==> config.mk <==
export PLATFORM = sky130hd
export DESIGN_NAME = qsfp_link_sequencer
export DESIGN_NICKNAME = d
export VERILOG_FILES = /design/src/rtl/qsfp_link_pkg.sv /design/src/rtl/qsfp_link_sequencer_sync_bit.sv /design/src/rtl/qsfp_link_sequencer.sv
export SDC_FILE = /design/constraint.sdc
export NUM_CORES = 1
export LEC_CHECK = 0
export CORE_MARGIN = 8
export CORE_UTILIZATION = 35
export CTS_BUF_LIST = sky130_fd_sc_hd__clkbuf_4
export DETAILED_ROUTE_END_ITERATION = 7
export DONT_BUFFER_PORTS = 1
export PLACE_DENSITY = 0.57
export SETUP_SLACK_MARGIN = 0.4
export SYNTH_ARGS = -nofsm -noshare
export SYNTH_HDL_FRONTEND = slang
export SYNTH_HIERARCHICAL = 1
export SYNTH_SLANG_ARGS = --single-unit
export TNS_END_PERCENT = 20
==> constraint.sdc <==
create_clock -name clk_125mhz_int -period 3.8 [get_ports clk_125mhz_int]
set_clock_uncertainty 0.2 [all_clocks]
set_input_delay 0.95 -clock clk_125mhz_int [delete_from_list [all_inputs] [get_ports clk_125mhz_int]]
set_output_delay 0.95 -clock clk_125mhz_int [all_outputs]
set_load 0.05 [all_outputs]
==> src/rtl/qsfp_link_pkg.sv <==
`default_nettype none
// +----------------------------------------------------------------------------+
// | qsfp_link_pkg: shared types and constants for the QSFP0 link sequencer.    |
// | Revision: 1.0                                                              |
// +----------------------------------------------------------------------------+
package qsfp_link_pkg;

    localparam int STATS_WIDTH = 16;

    typedef enum logic [2:0] {
        ST_ABSENT    = 3'd0,
        ST_MOD_RST   = 3'd1,
        ST_MOD_INIT  = 3'd2,
        ST_GT_RST    = 3'd3,
        ST_WAIT_LOCK = 3'd4,
        ST_RX_RST    = 3'd5,
        ST_UP        = 3'd6
    } link_state_t;

endpackage : qsfp_link_pkg
`default_nettype wire

==> src/rtl/qsfp_link_sequencer_sync_bit.sv <==
`default_nettype none
// +----------------------------------------------------------------------------+
// | sync_bit: two-flop synchronizer with a configurable reset value.           |
// | Revision: 1.0                                                              |
// +----------------------------------------------------------------------------+
module sync_bit #(
    parameter logic RESET_VAL = 1'b0
) (
    input  logic clk,
    input  logic rst,
    input  logic i_d,
    output logic o_q
);

    logic meta_q, meta_d;
    logic sync_q, sync_d;

    always_comb begin
        meta_d = i_d;
        sync_d = meta_q;
    end

    always_ff @(posedge clk or posedge rst) begin
        if (rst) begin
            meta_q <= RESET_VAL;
            sync_q <= RESET_VAL;
        end else begin
            meta_q <= meta_d;
            sync_q <= sync_d;
        end
    end

    assign o_q = sync_q;

endmodule : sync_bit
`default_nettype wire

==> src/rtl/qsfp_link_sequencer.sv <==
`default_nettype none
// +----------------------------------------------------------------------------+
// | qsfp_link_sequencer: QSFP0 presence/reset, GT reset and block-lock        |
// | bring-up controller. Optional LINK_STATS_EN enables the stats counters.    |
// | Revision: 1.0                                                              |
// +----------------------------------------------------------------------------+
module qsfp_link_sequencer
    import qsfp_link_pkg::*;
#(
    parameter int TIMER_WIDTH         = 24,
    parameter int MOD_RST_CYCLES      = 1250,
    parameter int MOD_INIT_CYCLES     = 250000,
    parameter int GT_RST_CYCLES       = 128,
    parameter int RX_RST_CYCLES       = 32,
    parameter int LOCK_STABLE_CYCLES  = 1024,
    parameter int LOCK_TIMEOUT_CYCLES = 12500000,
    parameter int MAX_RX_RETRIES      = 4
) (
    input  logic                   clk_125mhz_int,
    input  logic                   gt_tx_reset,
    input  logic                   qsfp_modprsl,
    input  logic                   gt_reset_rx_done,
    input  logic                   rx_block_lock,
    output logic                   qsfp_resetl,
    output logic                   qsfp_lpmode,
    output logic                   gt_reset_all,
    output logic                   gt_reset_rx_datapath,
    output logic                   link_up,
    output logic [2:0]             state_o,
    output logic [STATS_WIDTH-1:0] link_drop_count,
    output logic [STATS_WIDTH-1:0] retry_count
);

    localparam int C_RIDX_W = (MAX_RX_RETRIES < 1) ? 1 : $clog2(MAX_RX_RETRIES + 1);

    localparam logic [TIMER_WIDTH-1:0] C_MOD_RST_LOAD  = TIMER_WIDTH'(MOD_RST_CYCLES - 1);
    localparam logic [TIMER_WIDTH-1:0] C_MOD_INIT_LOAD = TIMER_WIDTH'(MOD_INIT_CYCLES - 1);
    localparam logic [TIMER_WIDTH-1:0] C_GT_RST_LOAD   = TIMER_WIDTH'(GT_RST_CYCLES - 1);
    localparam logic [TIMER_WIDTH-1:0] C_RX_RST_LOAD   = TIMER_WIDTH'(RX_RST_CYCLES - 1);
    localparam logic [TIMER_WIDTH-1:0] C_TIMEOUT_LOAD  = TIMER_WIDTH'(LOCK_TIMEOUT_CYCLES - 1);
    localparam logic [TIMER_WIDTH-1:0] C_STABLE_LAST   = TIMER_WIDTH'(LOCK_STABLE_CYCLES - 1);
    localparam logic [C_RIDX_W-1:0]    C_MAX_RETRIES   = C_RIDX_W'(MAX_RX_RETRIES);

    logic w_modprsl_sync;
    logic w_rx_done_sync;
    logic w_lock_sync;

    sync_bit #(.RESET_VAL(1'b1)) u_sync_modprsl (
        .clk (clk_125mhz_int),
        .rst (gt_tx_reset),
        .i_d (qsfp_modprsl),
        .o_q (w_modprsl_sync)
    );

    sync_bit #(.RESET_VAL(1'b0)) u_sync_rx_done (
        .clk (clk_125mhz_int),
        .rst (gt_tx_reset),
        .i_d (gt_reset_rx_done),
        .o_q (w_rx_done_sync)
    );

    sync_bit #(.RESET_VAL(1'b0)) u_sync_lock (
        .clk (clk_125mhz_int),
        .rst (gt_tx_reset),
        .i_d (rx_block_lock),
        .o_q (w_lock_sync)
    );

    link_state_t            state_q, state_d;
    logic [TIMER_WIDTH-1:0] timer_q, timer_d;
    logic [TIMER_WIDTH-1:0] stable_q, stable_d;
    logic [C_RIDX_W-1:0]    retry_idx_q, retry_idx_d;
    logic                   resetl_q, resetl_d;
    logic                   lpmode_q, lpmode_d;
    logic                   gt_reset_all_q, gt_reset_all_d;
    logic                   gt_reset_rx_q, gt_reset_rx_d;
    logic                   link_up_q, link_up_d;
    logic                   w_lock_done;
    logic                   w_retry_event;
    logic                   w_drop_event;

    always_comb begin
        state_d       = state_q;
        timer_d       = (timer_q != '0) ? timer_q - 1'b1 : timer_q;
        stable_d      = stable_q;
        retry_idx_d   = retry_idx_q;
        w_lock_done   = 1'b0;
        w_retry_event = 1'b0;
        w_drop_event  = 1'b0;

        unique case (state_q)
            ST_ABSENT: begin
                if (!w_modprsl_sync) begin
                    state_d = ST_MOD_RST;
                    timer_d = C_MOD_RST_LOAD;
                end
            end
            ST_MOD_RST: begin
                if (timer_q == '0) begin
                    state_d = ST_MOD_INIT;
                    timer_d = C_MOD_INIT_LOAD;
                end
            end
            ST_MOD_INIT: begin
                if (timer_q == '0) begin
                    state_d     = ST_GT_RST;
                    timer_d     = C_GT_RST_LOAD;
                    retry_idx_d = '0;
                end
            end
            ST_GT_RST: begin
                if (timer_q == '0) begin
                    state_d  = ST_WAIT_LOCK;
                    timer_d  = C_TIMEOUT_LOAD;
                    stable_d = '0;
                end
            end
            ST_WAIT_LOCK: begin
                // The timeout only runs once the GT reports its RX reset is done.
                if (!w_rx_done_sync) begin
                    timer_d = timer_q;
                end
                if (w_lock_sync) begin
                    if (stable_q == C_STABLE_LAST) begin
                        w_lock_done = 1'b1;
                        state_d     = ST_UP;
                        retry_idx_d = '0;
                    end else begin
                        stable_d = stable_q + 1'b1;
                    end
                end else begin
                    stable_d = '0;
                end
                if (!w_lock_done && timer_q == '0 && w_rx_done_sync) begin
                    if (retry_idx_q < C_MAX_RETRIES) begin
                        retry_idx_d   = retry_idx_q + 1'b1;
                        w_retry_event = 1'b1;
                        state_d       = ST_RX_RST;
                        timer_d       = C_RX_RST_LOAD;
                    end else begin
                        state_d = ST_GT_RST;
                        timer_d = C_GT_RST_LOAD;
                    end
                end
            end
            ST_RX_RST: begin
                if (timer_q == '0) begin
                    state_d  = ST_WAIT_LOCK;
                    timer_d  = C_TIMEOUT_LOAD;
                    stable_d = '0;
                end
            end
            ST_UP: begin
                if (!w_lock_sync) begin
                    state_d      = ST_WAIT_LOCK;
                    timer_d      = C_TIMEOUT_LOAD;
                    stable_d     = '0;
                    w_drop_event = 1'b1;
                end
            end
            default: begin
                state_d = ST_ABSENT;
            end
        endcase

        // Module removal wins over everything, including pending stat events.
        if (w_modprsl_sync) begin
            state_d       = ST_ABSENT;
            w_retry_event = 1'b0;
            w_drop_event  = 1'b0;
        end

        resetl_d       = !(state_d inside {ST_ABSENT, ST_MOD_RST});
        lpmode_d       = (state_d == ST_ABSENT);
        gt_reset_all_d = (state_d inside {ST_ABSENT, ST_MOD_RST, ST_MOD_INIT, ST_GT_RST});
        gt_reset_rx_d  = (state_d == ST_RX_RST);
        link_up_d      = (state_d == ST_UP);
    end

    always_ff @(posedge clk_125mhz_int or posedge gt_tx_reset) begin
        if (gt_tx_reset) begin
            state_q        <= ST_ABSENT;
            timer_q        <= '0;
            stable_q       <= '0;
            retry_idx_q    <= '0;
            resetl_q       <= 1'b0;
            lpmode_q       <= 1'b1;
            gt_reset_all_q <= 1'b1;
            gt_reset_rx_q  <= 1'b0;
            link_up_q      <= 1'b0;
        end else begin
            state_q        <= state_d;
            timer_q        <= timer_d;
            stable_q       <= stable_d;
            retry_idx_q    <= retry_idx_d;
            resetl_q       <= resetl_d;
            lpmode_q       <= lpmode_d;
            gt_reset_all_q <= gt_reset_all_d;
            gt_reset_rx_q  <= gt_reset_rx_d;
            link_up_q      <= link_up_d;
        end
    end

    assign qsfp_resetl          = resetl_q;
    assign qsfp_lpmode          = lpmode_q;
    assign gt_reset_all         = gt_reset_all_q;
    assign gt_reset_rx_datapath = gt_reset_rx_q;
    assign link_up              = link_up_q;
    assign state_o              = state_q;

`ifdef LINK_STATS_EN
    logic [STATS_WIDTH-1:0] drop_cnt_q, drop_cnt_d;
    logic [STATS_WIDTH-1:0] retry_cnt_q, retry_cnt_d;

    always_comb begin
        drop_cnt_d  = drop_cnt_q;
        retry_cnt_d = retry_cnt_q;
        if (w_drop_event && drop_cnt_q != '1) begin
            drop_cnt_d = drop_cnt_q + 1'b1;
        end
        if (w_retry_event && retry_cnt_q != '1) begin
            retry_cnt_d = retry_cnt_q + 1'b1;
        end
    end

    always_ff @(posedge clk_125mhz_int or posedge gt_tx_reset) begin
        if (gt_tx_reset) begin
            drop_cnt_q  <= '0;
            retry_cnt_q <= '0;
        end else begin
            drop_cnt_q  <= drop_cnt_d;
            retry_cnt_q <= retry_cnt_d;
        end
    end

    assign link_drop_count = drop_cnt_q;
    assign retry_count     = retry_cnt_q;
`else
    logic w_unused_stats;
    assign w_unused_stats  = w_drop_event ^ w_retry_event;
    assign link_drop_count = '0;
    assign retry_count     = '0;
`endif

endmodule : qsfp_link_sequencer
`default_nettype wire

# Word-level counts from Yosys, hierarchy flattened
# Index checks and enable logic that the tools add are counted.
[op_classes] order_cmp=1 n_mux=34 eq_ne=17 reduce_logical=15 add_sub_neg=3
[ops] op="$mux 24" n=12
[ops] op="$pmux 24 s6" n=1
[ops] op="$pmux 24 s3" n=1
[ops] op="$mux 3" n=14
[ops] op="$add 24x1->24 const B" n=1
[ops] op="$eq 24x10->1 const B" n=1
[ops] op="$logic_not 24->1" n=1
[ops] op="$reduce_bool 24->1" n=1
[ops] op="$sub 24x1->24 const B" n=1
[ops] op="$pmux 3 s6" n=1
[ops] op="$eq 3x3->1 const B" n=5
[ops] op="$eq 3x2->1 const B" n=4
[ops] op="$mux 7" n=1
[ops] op="$eq 3x1->1 const B" n=2
[ops] op="$logic_not 3->1" n=2
[ops] op="$pmux 3 s2" n=1
[ops] op="$ne 2x2->1 const B" n=2
[ops] op="$reduce_and 4->1" n=1
[ops] op="$reduce_bool 2->1" n=2
[ops] op="$reduce_bool 4->1" n=1
[ops] op="$add 3x1->3 const B" n=1
[ops] op="$lt 3x3->1 const B" n=1
[ops] op="$mux 1" n=3
[ops] op="$ne 3x2->1 const B" n=1
[ops] op="other kinds (7)" n=9
[totals] out_inout_bits=40 ff_bits=65 elab_cells=85 in_bits=5

# Depth between registers and ports, before layout
# Gate-level depths: netlist of the first run.
[depth] depth_word=13 depth_mapped=12 ltp_nobuf=11

# Cells and area by module
# The synthesis of the first run kept the hierarchy.
[modules_own_cells] mod="qsfp_link_sequencer" seq_area_each_um2=1478.9 n_inst=1 cells_per_inst=476 area_per_inst_um2=4023.9
[modules_own_cells] mod="sync_bit at u_sync_lock ..." seq_area_each_um2=50.0 n_inst=2 cells_per_inst=3 area_per_inst_um2=53.8
[modules_own_cells] mod="sync_bit at u_sync_modprsl" seq_area_each_um2=52.6 n_inst=1 cells_per_inst=3 area_per_inst_um2=56.3

# Least setup slack after synthesis of the first run
# No wires, ideal clock.
[synth_timing] path_type="reg2reg" startpoint="register timer_q[0]" endpoint="register timer_q[0]" synth_period_minus_slack_ps=2630 required_time_ps=3466 slack_ps=1170 stages_incl_launch_ff=13 arrival_ps=2296 path_cell_list="dfrtp_1 inv_1 ha_1 nor3b_2 nand4_1 nor2_1 inv_1 buf_2 ha_1 nor3_1 a21oi_1 o221ai_1 o21ai_0"
[synth_via] elab_chain_len=5
[synth_lines] item="start, declared" line_no="qsfp_link_sequencer.sv:70" rtl="logic [TIMER_WIDTH-1:0] timer_q, timer_d;"
[synth_lines] item="start signal, assigned" line_no="qsfp_link_sequencer.sv:193" rtl="timer_q <= timer_d;"
[synth_lines] item="$sub 24x1->24 (tied with other cells)" line_no="qsfp_link_sequencer.sv:84" rtl="timer_d = (timer_q != '0) ? timer_q - 1'b1 : timer_q;"
[synth_lines] item="$mux 24 / $logic_and 1x1->1 (equally long branches)" line_no="qsfp_link_sequencer.sv:84, qsfp_link_sequencer.sv:134"
[synth_lines] item="$mux 24 / $logic_and 1x1->1 (equally long branches)" line_no="qsfp_link_sequencer.sv:120, qsfp_link_sequencer.sv:134"
[synth_lines] item="$mux 24" line_no="qsfp_link_sequencer.sv:134" rtl="if (!w_lock_done && timer_q == '0 && w_rx_done_sync) begin"
[synth_lines] item="$pmux 24 s6" line_no="qsfp_link_sequencer.sv:91" rtl="unique case (state_q)"
# Parallel ways exist; a longest one is shown, timed or not. The select of a mux whose other input is x is not followed.
# A chain may end at the register's enable or synchronous reset.

# Worst setup path after layout of the first run
# Same ends and word-level chain as after synthesis.

==> impl_metrics.csv, run 1 <==
group,metric,value,unit
setup_path,crit_buf_inv,2,
setup_path,r2r-end,"timer_q[0]",
routing,via_per_inst,5.61,
cells_and_area,drive_gt1_share,8.85,%
setup_path,worstPathCellList,"inv_1, ha_1, nor3b_2, nand4_1, nor2_1, inv_1, ha_1, nor3_1, a21oi_1, o221ai_1, o21ai_0",
cells_and_area,most-common-layout-cells,"61 x dfrtp_1, 47 x nor2_1, 40 x nand2_1",
cells_and_area,final_nets,490,
hold_path,holdCritPathClass,"in -> async",
sta,tightest_slew,0.772,ns
grt,grt_pass1_wl,17.2,mm
yosys,syn_inst,485,
routing,drc,0,
cells_and_area,fillers,1193,
cts,cts_setup_buffers,0,
yosys,avgSynthCellArea,8.63,um2
sta,min_period_over_period,83.5,%
grt,grt_max_degree,60,
setup_path,start_kind,"flip-flop",
sta,period_needed,3.17,ns
floorplan,dieArea,15700,um2
cts,clock_tree.buffer_depth,2,
setup_path,cp_max_fo,15,
yosys,synthArstFlopShare,100,%
sta,hold_violations,0,
place,placed_cells,617,
cells_and_area,final_common_cell,"dfrtp_1",
floorplan,start_util,35.3,%
setup_path,worst-r2r-cell-count,11,
floorplan,core,11900,um2
setup_path,arrival,3.26,ns
setup_path,path_delay_family,"simple AND/OR/NAND/NOR gates",
cells_and_area,areaGrowthSynthToFinish,3.64,%
power,powerDensity,337,nW/um2
floorplan,rows,40,
routing,ant_nets,0,
yosys,yosysWarnings,6,
grt,track_usage,13.3,%
power,vdd_drop_max,0.202,mV
routing,dr_total_vias,3556,
routing,drt_first_iter_violations,267,
yosys,synth_seq_cells,65,
place,hpwl,7.46,mm
yosys,ys.flop_type,"dfrtp_1",
sta,max_slew_margin,48.1,%
cts,clock-sinks,65,
routing,routed_wirelength,10.4,mm
cts,path_clk_slew,0.11,ns
sta,drv_slew,0,
cts,cts_hold_buffers,0,
grt,antenna_found_initial,0,
cts,insertion_delay,0.43,ns
place,portBuffers,0,
yosys,synth_edf_count,0,
job,cap_violations,0,
sta,fmax,315,MHz
floorplan,fp.dieW,125,um
cells_and_area,multi_input_area,2280,um2
cts,cts_root_buf,"clkbuf_4",
setup_path,r2r_setup_slack,0.63,ns
yosys,seq_area_frac_synth,39.0,%
sta,rsz0062_at_grt,"false",
setup_path,path_depth,11,
grt,grt_pass1_vias,3364,
setup_path,critPathCaptureType,"flip-flop",
setup_path,required,3.89,ns
outcome,status,"finished, final reports clean",
grt,overflow,0,
place,gp_congestion,0.977,
cells_and_area,seqCellArea,1630,um2
sta,final.setup.tns,0,ns
routing,wire_per_inst,16.4,um
setup_path,r2r-start,"timer_q[0]",
yosys,syn_area,4190,um2
power,leakagePower,1.88,nW
setup_path,slowest_stage,"dfrtp_1",
cts,numCtsBuffers,9,
sta,finalSetupViolCount,0,
setup_path,max_stage_delay,0.44,ns
setup_path,path_class,"reg -> reg",
cts,cts_tree,"built",
cells_and_area,fin_cells,634,
yosys,synth_cell_type_count,62,
cts,h-tree-depth,3,
routing,dr.pass1.iters,6,
floorplan,die_height,125,um
floorplan,ioPinCount,45,
## cells in the mapped netlist, types with 5 or more instances
cell	n	area share, %
buf_2	7	0.84
or3_1	9	1.3
nor4_4	6	3.0
dfrtp_1	61	36
nand2b_1	6	0.90
a311oi_1	5	1.0
xor2_1	15	3.1
buf_4	33	5.9
o21ai_0	27	3.2
clkbuf_1	13	1.2
o211ai_1	16	2.9
and2_1	9	1.3
nor3_1	21	2.5
o31ai_1	9	1.6
a21oi_1	28	3.3
nand2_1	40	3.6
nor2_1	47	4.2
xnor2_1	6	1.3
inv_1	14	1.3
nand3_1	19	2.3
or4_1	7	1.3
nand4_1	9	1.3
nor4_1	11	1.6
and3_1	8	1.2
## worst reg2reg max path, stage by stage, from the launching register on
cell      delay, ns
dfrtp_1        0.44
inv_1          0.10
ha_1           0.19
nor3b_2        0.30
nand4_1        0.28
nor2_1         0.32
inv_1          0.30
ha_1           0.38
nor3_1         0.18
a21oi_1        0.06
o221ai_1       0.18
o21ai_0        0.12
## final cells by class
cell class,count,area share [%]
diodes,1,0.0577
clock buffers,15,2.59
clock inverters,1,0.115
inverters,16,1.38
multi-input cells,381,52.6
flip-flops and latches,65,37.6
well taps,147,4.24
repair buffers,8,1.38
## metal layers
layer	share of wire, %	GRT usage (%)	wire length, um
met1	45	17.0	4640
met2	46	20.7	4760
met3	7.3	3.70	757
met4	2.2	5.59	226
met5	0	0	0
## kinds of logic after synthesis
group / count (synthesis) / share of synthesized area (%)
AO/OA/AOI/OAI: 118 / 18.6
adder cells (fa/ha/maj): 4 / 1.20
XOR/XNOR: 21 / 4.39
AND/OR/NAND/NOR: 206 / 27.3
flip-flops: 65 / 39.0
buffers and inverters: 70 / 9.44
other: 1 / 0.0895
## where the power goes
group	internal, mW	switching [mW]
clock network	0.179	0.248
registers	0.725	0.0579
logic	0.0746	0.176
total	0.978	0.482
## sequential cells by signal, summed over array words and instances, names as in the netlist, 3 cells and up
| register | flops |
|---|---|
| retry_idx_q | 3 |
| stable_q | 24 |
| state_o | 3 |
| timer_q | 24 |
## worst max-delay path by stage
stage,slack [ns],end,startpoint
floorplan,1.17,timer_q[0],timer_q[0]
detailed placement,0.60,stable_q[9],timer_q[0]
global route,0.45,stable_q[23],timer_q[0]
finish,0.63,timer_q[0],timer_q[0]
CTS,0.56,stable_q[9],timer_q[0]
global placement,0.69,stable_q[11],timer_q[0]
## per-stage QoR
stage	util [%]	instance area (um2)	power, mW	setup slack, ns	hold slack (ns)
3_3_place_gp	35.5	4210	1.04	0.690	0.136
6_report	36.6	4340	1.46	0.625	0.0367
4_1_cts	36.5	4330	1.47	0.565	0.0239
2_1_floorplan	-	4300	1.02	1.17	0.131
5_1_grt	36.6	4340	1.53	0.450	0.0158
3_5_place_dp	35.5	4210	1.04	0.605	0.146
## what timing repair did
action,4_1_cts,5_1_grt
endpoints found under the hold margin,0,0
resized for setup,0,1
endpoints found under the setup margin,0,4
Note: power is estimated with default switching activity, not from simulation.
==> run 2, diff against run 1 <==
--- a/config.mk
+++ b/config.mk
@@ -10,7 +10,7 @@
 export CTS_BUF_LIST = sky130_fd_sc_hd__clkbuf_4
 export DETAILED_ROUTE_END_ITERATION = 7
 export DONT_BUFFER_PORTS = 1
-export PLACE_DENSITY = 0.57
+export PLACE_DENSITY = 0.59
 export SETUP_SLACK_MARGIN = 0.4
 export SYNTH_ARGS = -nofsm -noshare
 export SYNTH_HDL_FRONTEND = slang
==> constraint.sdc (replaced) <==
create_clock -name clk_125mhz_int -period 2.7 [get_ports clk_125mhz_int]
set_clock_uncertainty 0.2 [all_clocks]
set_input_delay 0.675 -clock clk_125mhz_int [delete_from_list [all_inputs] [get_ports clk_125mhz_int]]
set_output_delay 0.675 -clock clk_125mhz_int [all_outputs]
set_load 0.05 [all_outputs]
==> impl_metrics.csv, run 2 (synthesis results as in run 1) <==
group,metric,value,unit
outcome,status,"finished, final reports clean",
cts,clock_tree.buffer_depth,2,
floorplan,core,11900,um2
cells_and_area,final_common_cell,"buf_4",
routing,drt_first_iter_violations,302,
sta,tightest_slew,0.716,ns
sta,hold_violations,0,
power,p_int,1.47,mW
setup_path,critPathCaptureType,"flip-flop",
sta,rsz0062_at_grt,"true",
setup_path,crit_buf_inv,3,
power,p_clk_share,26.7,%
cells_and_area,areaGrowthSynthToFinish,27.4,%
cts,h-tree-depth,3,
cells_and_area,most-common-layout-cells,"74 x buf_4, 57 x dfrtp_1, 44 x nor2_1",
hold_path,holdCritPathClass,"in -> reg",
power,leakagePower,2.32,nW
cells_and_area,top_regs,"stable_q (24), timer_q (24)",
place,placed_cells,654,
sta,hold_ws,0.0555,ns
setup_path,max_stage_delay,0.46,ns
place,hpwl,8.31,mm
place,portBuffers,0,
routing,ant_nets,0,
job,cap_violations,0,
power,powerDensity,411,nW/um2
routing,routed_wirelength,11.9,mm
cts,path_clk_slew,0.11,ns
routing,wire_per_inst,16.8,um
power,finalPower,2.19,mW
cells_and_area,diodes,0,
setup_path,worstPathCellList,"nor4_4, nand4_1, nor2_4, buf_6, buf_6, nand3_4, o211ai_1, buf_4, nand2_2",
cts,cts_root_buf,"clkbuf_4",
setup_path,required,2.80,ns
grt,antenna_found_initial,0,
setup_path,cp_max_fo,4,
sta,max_slew_margin,51.8,%
floorplan,ioPinCount,45,
cts,numCtsBuffers,9,
cts,clock-sinks,65,
cells_and_area,final_nets,566,
setup_path,slowest_stage,"dfrtp_1",
cells_and_area,fillers,1144,
floorplan,dieArea,15700,um2
floorplan,rows,40,
cts,insertion_delay,0.42,ns
grt,grt_max_degree,38,
cells_and_area,fin_cells,709,
sta,min_period_over_period,94.4,%
routing,dr_total_vias,3924,
cells_and_area,drive_gt1_share,30.8,%
place,gp_congestion,0.925,
power,vdd_drop_max,0.248,mV
setup_path,arrival,2.65,ns
sta,period_needed,2.55,ns
power,swShare,33.0,%
cells_and_area,final_core_util,45.0,%
setup_path,path_class,"reg -> reg",
routing,drc,0,
power,p_sw,0.724,mW
grt,grt_pass1_vias,3894,
floorplan,fp.dieW,125,um
floorplan,die_height,125,um
grt,overflow,0,
sta,drv_slew,0,
sta,fmax,392,MHz
routing,dr.pass1.iters,5,
floorplan,start_util,35.3,%
sta,finalSetupViolCount,0,
grt,track_usage,15.1,%
grt,grt_pass1_wl,19.5,mm
setup_path,crit_top_cell,"buf_6",
cts,cts_tree,"built",
power,p_seq_share,49.6,%
routing,via_per_inst,5.53,
setup_path,start_kind,"flip-flop",
power,combPwrFrac,23.8,%
setup_path,path_delay_family,"simple AND/OR/NAND/NOR gates",
sta,final.setup.tns,0,ns
==> run 2: layout make-up <==
type / instances / area [um2] / share of cell area (%)
Multi-Input combinational cell: 381 / 2610 / 48.9
Tap cell: 147 / 184 / 3.45
Clock buffer: 14 / 105 / 1.97
Sequential cell: 65 / 1640 / 30.7
Timing Repair Buffer: 84 / 723 / 13.6
Inverter: 16 / 66.3 / 1.24
Clock inverter: 2 / 8.76 / 0.164
==> run 2: worst reg2reg max path, stage by stage, from the launching register on <==
cell and delay [ns]:
dfrtp_1 0.46, nor4_4 0.42, nand4_1 0.30, nor2_4 0.26, buf_6 0.12, buf_6 0.09
nand3_4 0.10, o211ai_1 0.25, buf_4 0.18, nand2_2 0.05
==> run 2: routing by layer <==
metal	GRT usage [%]	share of wire, %
met5	0	0
met4	5.09	2.3
met3	3.40	5.2
met2	25.0	48
met1	19.0	45
==> run 2: power groups by stage <==
stage	sequential [mW]	combinational, mW	clock (mW)
CTS	1.08	0.471	0.603
detailed placement	1.10	0.422	0
finish	1.09	0.521	0.584
floorplan	1.10	0.340	0
global placement	1.10	0.416	0
global route	1.09	0.565	0.642
==> run 2: final timing paths <==
path                                       startpoint                     to  slack [ns]  cells past startpoint
worst max-delay path                       timer_q[8]            qsfp_resetl        0.15                      9
max in group asynchronous                 gt_tx_reset           stable_q[19]        1.10                      3
min in group asynchronous                 gt_tx_reset     u_sync_lock/meta_q        0.43                      2
worst min register to register  u_sync_rx_done/meta_q     u_sync_rx_done/o_q        0.16                      0
worst min-delay path                     qsfp_modprsl  u_sync_modprsl/meta_q        0.06                      0
worst max register to register             timer_q[8]            qsfp_resetl        0.15                      9
==> run 2: metrics by stage <==
stage	area (um2)	setup slack, ns
after floorplan	4380	0.217
after global placement	4580	0.0459
after detailed placement	4580	-0.0188
after CTS	5080	0.195
after global routing	5330	0.00483
final	5330	0.150
==> run 2: what timing repair did <==
action / in CTS / in global routing
buffers inserted: 23 / 14
gates cloned: 1 / 0
pin swaps: 12 / 22
endpoints found under the setup margin: 58 / 58
resized for setup: 34 / 34
hold buffers: 1 / 0
endpoints found under the hold margin: 26 / 0
